==> src/rtl/sumres_disp_pkg.sv <==
// rtl/sumres_disp_pkg.sv - shared constants and 7-segment patterns for the sum/result display
package sumres_disp_pkg;

    localparam int REFRESH_DIV_DEFAULT = 50000;

    // Active-high segment patterns, bit order {g,f,e,d,c,b,a}
    localparam logic [6:0] SEG_BLANK = 7'h00;
    localparam logic [6:0] SEG_MINUS = 7'h40;

    localparam logic [1:0] DIG_UNITS = 2'd0;
    localparam logic [1:0] DIG_TENS  = 2'd1;
    localparam logic [1:0] DIG_SIGN  = 2'd2;
    localparam logic [1:0] DIG_SPARE = 2'd3;

    function automatic logic [6:0] seg7_digit(input logic [3:0] d);
        case (d)
            4'd0:    return 7'h3F;
            4'd1:    return 7'h06;
            4'd2:    return 7'h5B;
            4'd3:    return 7'h4F;
            4'd4:    return 7'h66;
            4'd5:    return 7'h6D;
            4'd6:    return 7'h7D;
            4'd7:    return 7'h07;
            4'd8:    return 7'h7F;
            4'd9:    return 7'h6F;
            default: return SEG_BLANK;
        endcase
    endfunction

endpackage

==> src/rtl/sumres_seg7_dec.sv <==
// rtl/sumres_seg7_dec.sv - combinational BCD to active-high 7-segment decoder
module sumres_seg7_dec
    import sumres_disp_pkg::*;
(
    input  logic [3:0] bcd,
    output logic [6:0] seg
);

    assign seg = seg7_digit(bcd);

endmodule

==> src/rtl/sumres_display.sv <==
// rtl/sumres_display.sv - 4-digit multiplexed signed display of the add/sub result
// Optional: SUMRES_DISP_ZERO_BLANK_EN blanks a zero tens digit.
module sumres_display
    import sumres_disp_pkg::*;
#(
    parameter int REFRESH_DIV = REFRESH_DIV_DEFAULT,
    parameter bit ACTIVE_LOW  = 1'b1
) (
    input  logic       clk,
    input  logic       rst,
    input  logic       in_cy,
    input  logic [3:0] in_s,
    input  logic       in_sign,
    input  logic       in_op,
    output logic [6:0] seg,
    output logic [3:0] an,
    output logic       dp,
    output logic       frame_tick
);

    localparam int PW = (REFRESH_DIV > 2) ? $clog2(REFRESH_DIV) : 1;

    logic [PW-1:0] presc;
    logic [1:0]    idx;
    logic [4:0]    mag_q;
    logic          neg_q;
    logic [6:0]    seg_q;
    logic [3:0]    an_q;
    logic          frame_q;

    logic          slot_tick;
    logic          capture;
    logic [4:0]    mag_in;
    logic          neg_in;
    logic [1:0]    tens;
    logic [4:0]    tens_x10;
    logic [4:0]    units;
    logic [3:0]    dig_bcd;
    logic [6:0]    dig_seg;
    logic [6:0]    seg_next;
    logic [3:0]    an_next;

    assign slot_tick = (presc == PW'(REFRESH_DIV - 1));
    assign capture   = slot_tick && (idx == DIG_SPARE);

    // Subtraction results never carry into the magnitude; "-0" is suppressed
    assign mag_in = in_op ? {1'b0, in_s} : {in_cy, in_s};
    assign neg_in = in_op && in_sign && (mag_in != 5'd0);

    always_comb begin
        tens     = 2'd0;
        tens_x10 = 5'd0;
        if (mag_q >= 5'd30) begin
            tens     = 2'd3;
            tens_x10 = 5'd30;
        end else if (mag_q >= 5'd20) begin
            tens     = 2'd2;
            tens_x10 = 5'd20;
        end else if (mag_q >= 5'd10) begin
            tens     = 2'd1;
            tens_x10 = 5'd10;
        end
    end

    assign units   = mag_q - tens_x10;
    assign dig_bcd = (idx == DIG_TENS) ? {2'b00, tens} : units[3:0];

    sumres_seg7_dec u_dec (
        .bcd (dig_bcd),
        .seg (dig_seg)
    );

    always_comb begin
        seg_next = SEG_BLANK;
        case (idx)
            DIG_UNITS: seg_next = dig_seg;
`ifdef SUMRES_DISP_ZERO_BLANK_EN
            DIG_TENS:  seg_next = (tens == 2'd0) ? SEG_BLANK : dig_seg;
`else
            DIG_TENS:  seg_next = dig_seg;
`endif
            DIG_SIGN:  seg_next = neg_q ? SEG_MINUS : SEG_BLANK;
            default:   seg_next = SEG_BLANK;
        endcase
    end

    assign an_next = 4'b0001 << idx;

    always_ff @(posedge clk) begin
        if (rst) begin
            presc   <= '0;
            idx     <= DIG_UNITS;
            mag_q   <= 5'd0;
            neg_q   <= 1'b0;
            seg_q   <= {7{ACTIVE_LOW}};
            an_q    <= {4{ACTIVE_LOW}};
            frame_q <= 1'b0;
        end else begin
            presc   <= slot_tick ? '0 : presc + 1'b1;
            if (slot_tick) begin
                idx <= idx + 2'd1;
            end
            if (capture) begin
                mag_q <= mag_in;
                neg_q <= neg_in;
            end
            frame_q <= capture;
            seg_q   <= seg_next ^ {7{ACTIVE_LOW}};
            an_q    <= an_next ^ {4{ACTIVE_LOW}};
        end
    end

    assign seg        = seg_q;
    assign an         = an_q;
    assign dp         = ACTIVE_LOW;
    assign frame_tick = frame_q;

endmodule

==> config.mk <==
export PLATFORM = sky130hd
export DESIGN_NAME = sumres_display
export DESIGN_NICKNAME = d
export VERILOG_FILES = /design/src/rtl/sumres_disp_pkg.sv /design/src/rtl/sumres_seg7_dec.sv /design/src/rtl/sumres_display.sv
export SDC_FILE = /design/constraint.sdc
export NUM_CORES = 1
export LEC_CHECK = 0
export CELL_PAD_IN_SITES_DETAIL_PLACEMENT = 0
export CELL_PAD_IN_SITES_GLOBAL_PLACEMENT = 1
export CORE_ASPECT_RATIO = 1.25
export CORE_MARGIN = 4
export CORE_UTILIZATION = 43
export CTS_BUF_LIST = sky130_fd_sc_hd__clkbuf_4
export CTS_CLUSTER_DIAMETER = 150
export CTS_CLUSTER_SIZE = 8
export DETAILED_ROUTE_END_ITERATION = 12
export PLACE_DENSITY_LB_ADDON = 0.1
export SLEW_MARGIN = 20
export SYNTH_ARGS = -nofsm -noshare
export SYNTH_HDL_FRONTEND = slang
export SYNTH_HIERARCHICAL = 1
export SYNTH_SLANG_ARGS = --single-unit
export TNS_END_PERCENT = 100
==> constraint.sdc <==
create_clock -name clk -period 4.2 [get_ports clk]
set_input_delay 0.63 -clock clk [delete_from_list [all_inputs] [get_ports clk]]
set_output_delay 0.63 -clock clk [all_outputs]
set_load 0.02 [all_outputs]
==> impl_metrics.prom <==
# TYPE chip_impl_metric gauge
chip_impl_metric{name="gate_power_share",unit="%"} 5.2
chip_impl_metric{name="finalSetupViolCount",unit=""} 0
chip_impl_metric{name="drcViolationCount",unit=""} 0
chip_impl_metric{name="floorplan.initialDensity",unit="%"} 44.72
chip_impl_info{name="timing.critical_path.to_type",value="register"} 1
chip_impl_metric{name="cell_count_after_synthesis",unit=""} 204
chip_impl_metric{name="post-route-period-util",unit="%"} 66.89
chip_impl_metric{name="holdWs",unit="ps"} 478.2
chip_impl_info{name="worstSetupPathType",value="register to register"} 1
chip_impl_metric{name="clk_transition_reported_paths",unit="ps"} 110
chip_impl_info{name="reg_to_reg_start",value="mag_q[4]"} 1
chip_impl_metric{name="synth-edff-count",unit=""} 0
chip_impl_metric{name="critPathMaxFanout",unit=""} 7
chip_impl_info{name="clock-root-buffer",value="clkbuf_4"} 1
chip_impl_metric{name="synth_warnings",unit=""} 6
chip_impl_metric{name="worst_ep_arrival_time",unit="ps"} 3030
chip_impl_metric{name="finish.utilization",unit="%"} 51.95
chip_impl_metric{name="layout_min_cycle_time",unit="ps"} 2810
chip_impl_metric{name="power_switching_share",unit="%"} 21.91
chip_impl_metric{name="power.total",unit="mW"} 0.6343
chip_impl_metric{name="footprint_of_the_multi_input_gates",unit="um2"} 1002
chip_impl_info{name="rsz0062_at_grt",value="no"} 1
chip_impl_metric{name="grt_max_degree",unit=""} 17
chip_impl_metric{name="final-hold-violation-count",unit=""} 0
chip_impl_metric{name="register_area",unit="um2"} 720.7
chip_impl_metric{name="internal-power",unit="mW"} 0.4953
chip_impl_metric{name="cts_sinks",unit=""} 36
chip_impl_info{name="run_status",value="finished, final reports clean"} 1
chip_impl_metric{name="ioPinCount",unit=""} 22
chip_impl_metric{name="chipWidth",unit="um"} 66.40
chip_impl_metric{name="fillers",unit=""} 406
chip_impl_info{name="largest_family_of_logic_cells_by_synthesized_area",value="simple AND/OR/NAND/NOR gates"} 1
chip_impl_metric{name="yosys_register_bits",unit=""} 36
chip_impl_info{name="kind_of_launch_point_of_the_worst_setup_path",value="register"} 1
chip_impl_metric{name="coreArea",unit="um2"} 4099
chip_impl_metric{name="worst-slew-pin-transition",unit="ps"} 749.2
chip_impl_metric{name="finClkSkew",unit="ps"} 5.265
chip_impl_metric{name="cts.htree.levels",unit=""} 2
chip_impl_info{name="clock_tree_from_tritoncts",value="yes"} 1
chip_impl_metric{name="post_synth_xor_area_fraction",unit="%"} 7.645
chip_impl_metric{name="cts_made_buffers",unit=""} 5
chip_impl_info{name="ys_dominant_reg_cell",value="dfxtp_1"} 1
chip_impl_metric{name="clk-insertion-delay-late",unit="ps"} 340
chip_impl_metric{name="clockPowerShare",unit="%"} 39.5
chip_impl_metric{name="switching_power",unit="mW"} 0.1390
chip_impl_metric{name="timing.critical_path.required",unit="ps"} 4420
chip_impl_metric{name="cts-hold-fix-buffers",unit=""} 0
chip_impl_metric{name="numPortBuffers",unit=""} 20
chip_impl_metric{name="max-clock-path-buffers",unit=""} 2
chip_impl_metric{name="post_synthesis_compound_gate_area_fraction",unit="%"} 8.942
chip_impl_metric{name="synth_fa_ha_area_share",unit="%"} 11.06
chip_impl_metric{name="drt-total-wl",unit="um"} 3727
chip_impl_info{name="timing.hold.worst.start",value="presc[0]"} 1
chip_impl_metric{name="synth.lib_cells_used.distinct",unit=""} 40
chip_impl_metric{name="yosys.area_share.simple",unit="%"} 24.57
chip_impl_metric{name="drt_iter0_drc",unit=""} 65
chip_impl_metric{name="ir_worst_vdd",unit="mV"} 0.1942
chip_impl_metric{name="post_cts_resize_count",unit=""} 0
chip_impl_metric{name="synthesis.nets",unit=""} 227
chip_impl_metric{name="place_ws",unit="ps"} 1411
chip_impl_metric{name="place_congestion",unit=""} 0.8280
chip_impl_metric{name="drtAntennaViolNets",unit=""} 0
chip_impl_metric{name="synth_seq_area_share",unit="%"} 39.32
chip_impl_metric{name="asr_flop_ratio_synth",unit="%"} 0
chip_impl_metric{name="power_frac_seq",unit="%"} 55.2
chip_impl_metric{name="worst_relative_slew_slack",unit="%"} 48.63
chip_impl_metric{name="synth.avg_cell_area",unit="um2"} 8.985
chip_impl_metric{name="fin_setup_tns",unit="ps"} 0
chip_impl_metric{name="report.final.slew_viol_count",unit=""} 0
chip_impl_metric{name="share_of_cells_above_drive_strength_1",unit="%"} 7.111
chip_impl_metric{name="grt_usage",unit="%"} 15.22
chip_impl_metric{name="routed_via_density",unit=""} 5.171
chip_impl_metric{name="postCtsSetupBuffers",unit=""} 0
chip_impl_info{name="holdCritPathClass",value="register to register"} 1
chip_impl_metric{name="wire_per_inst",unit="um"} 13.26
chip_impl_metric{name="synth_mux_area_share",unit="%"} 2.253
chip_impl_metric{name="worst_setup_margin",unit="ps"} 1390
chip_impl_metric{name="fmax",unit="MHz"} 355.9
chip_impl_metric{name="placementRows",unit=""} 26
chip_impl_metric{name="power_leakage",unit="nW"} 0.7801
chip_impl_metric{name="global_route_wire_length_before_repair",unit="um"} 6244
chip_impl_metric{name="dp_hpwl",unit="um"} 2753
chip_impl_metric{name="area_of_the_mapped_netlist",unit="um2"} 1833
chip_impl_metric{name="grt_remaining_overflow",unit=""} 0
chip_impl_metric{name="grt_antenna_before_repair",unit=""} 0
chip_impl_metric{name="design.die.area",unit="um2"} 5378
chip_impl_metric{name="vias_in_the_first_global_route",unit=""} 1457
chip_impl_metric{name="syn_to_final_growth",unit="%"} 16.18
chip_impl_metric{name="fp.dieH",unit="um"} 81.00
chip_impl_metric{name="antenna_cells_inserted",unit=""} 0
chip_impl_metric{name="detail_route.first_pass.iterations",unit=""} 4
chip_impl_metric{name="power.density",unit="nW/um2"} 297.8
chip_impl_metric{name="timing.max_cap.violations",unit=""} 0
chip_impl_metric{name="num_vias",unit=""} 1453
chip_impl_info{name="crit_path_start",value="mag_q[4]"} 1
chip_impl_metric{name="layout.nets",unit=""} 247
[synth_stat cells, types with 5 or more instances]
library cell | instances | area (um2)
dfxtp_1 | 36 | 720.7
nor2_1 | 29 | 108.9
xnor2_1 | 15 | 131.4
inv_1 | 14 | 52.55
ha_1 | 13 | 162.7
nand2_1 | 10 | 37.54
a21oi_1 | 9 | 45.04
nand4_1 | 9 | 56.30
o21ai_0 | 9 | 45.04
nand3_1 | 7 | 35.03
nand2b_1 | 5 | 31.28
nor4_1 | 5 | 31.28
o22ai_1 | 5 | 31.28
[layer usage]
layer | global-route usage [%] | routed length [um]
met1 | 14.60 | 1551
met2 | 29.39 | 1974
met3 | 4.564 | 143
met4 | 6.301 | 58
met5 | 0 | 0
[power by group through the flow]
| stage | registers, mW | clock network, mW | logic, mW |
|---|---|---|---|
| after detailed placement | 0.358 | 0 | 0.0335 |
| after global placement | 0.358 | 0 | 0.0327 |
| after CTS | 0.350 | 0.259 | 0.0335 |
| final | 0.350 | 0.251 | 0.0331 |
| after floorplan | 0.363 | 0 | 0.0118 |
| after global routing | 0.352 | 0.274 | 0.0355 |
[critical path, stage by stage, from the launching register on]
cell and delay (ps):
dfxtp_1 390, inv_1 70, maj3_1 350, a22o_1 210
ha_1 270, mux2i_1 570, inv_2 150, ha_1 220
nor2_1 110, a21oi_1 70, o22ai_1 200, nand2_1 70
[state kept, by name, summed over array words and instances (netlist names)]
signal	cells
presc	16
an	4
idx	2
seg	7
mag_q	5
neg_q	1
frame_tick	1
[layout make-up]
type	count	share of cell area (%)
Inverter	15	2.644
Clock buffer	6	2.115
Sequential cell	36	33.84
Clock inverter	2	1.645
Multi-Input combinational cell	146	47.06
Tap cell	56	3.290
Timing Repair Buffer	20	9.401
[cell families (layout without fill, tap and decap cells)]
logic type                 after synthesis  count (layout)
AOI/OAI and AO/OA                       28              28
xor gates and xnor gates                16              16
adders and majority gates               16              16
buffers and inverters                   22              43
DFF                                     36              36
muxes                                    4               4
other                                    1               1
and+or+nand+nor                         81              81
[worst paths after layout]
check,end,slack [ps],cells after the start
max reg2reg,seg[0],1390,11
min,presc[0],480,1
min reg2reg,presc[0],480,1
max,seg[0],1390,11
[layout by cell type, fill, tap and decap left out, types with 3 or more instances in the layout]
cell type        count
clkdlybuf4s50_1     20
nand4_1              9
o22ai_1              5
clkbuf_4             6
inv_1               14
nand2b_1             5
mux2i_1              3
ha_1                13
nand3_1              7
xnor2_1             15
nor3_1               3
o21ai_0              9
nor4_1               5
nand2_1             10
a21oi_1              9
nor2_1              29
dfxtp_1             36
[metrics by stage]
step / area, um2 / instances
2_1_floorplan: 1833 / 204
3_3_place_gp: 2049 / 273
3_5_place_dp: 2049 / 273
4_1_cts: 2130 / 281
5_1_grt: 2130 / 281
6_report: 2130 / 281
Note: power is estimated with default switching activity, not from simulation.
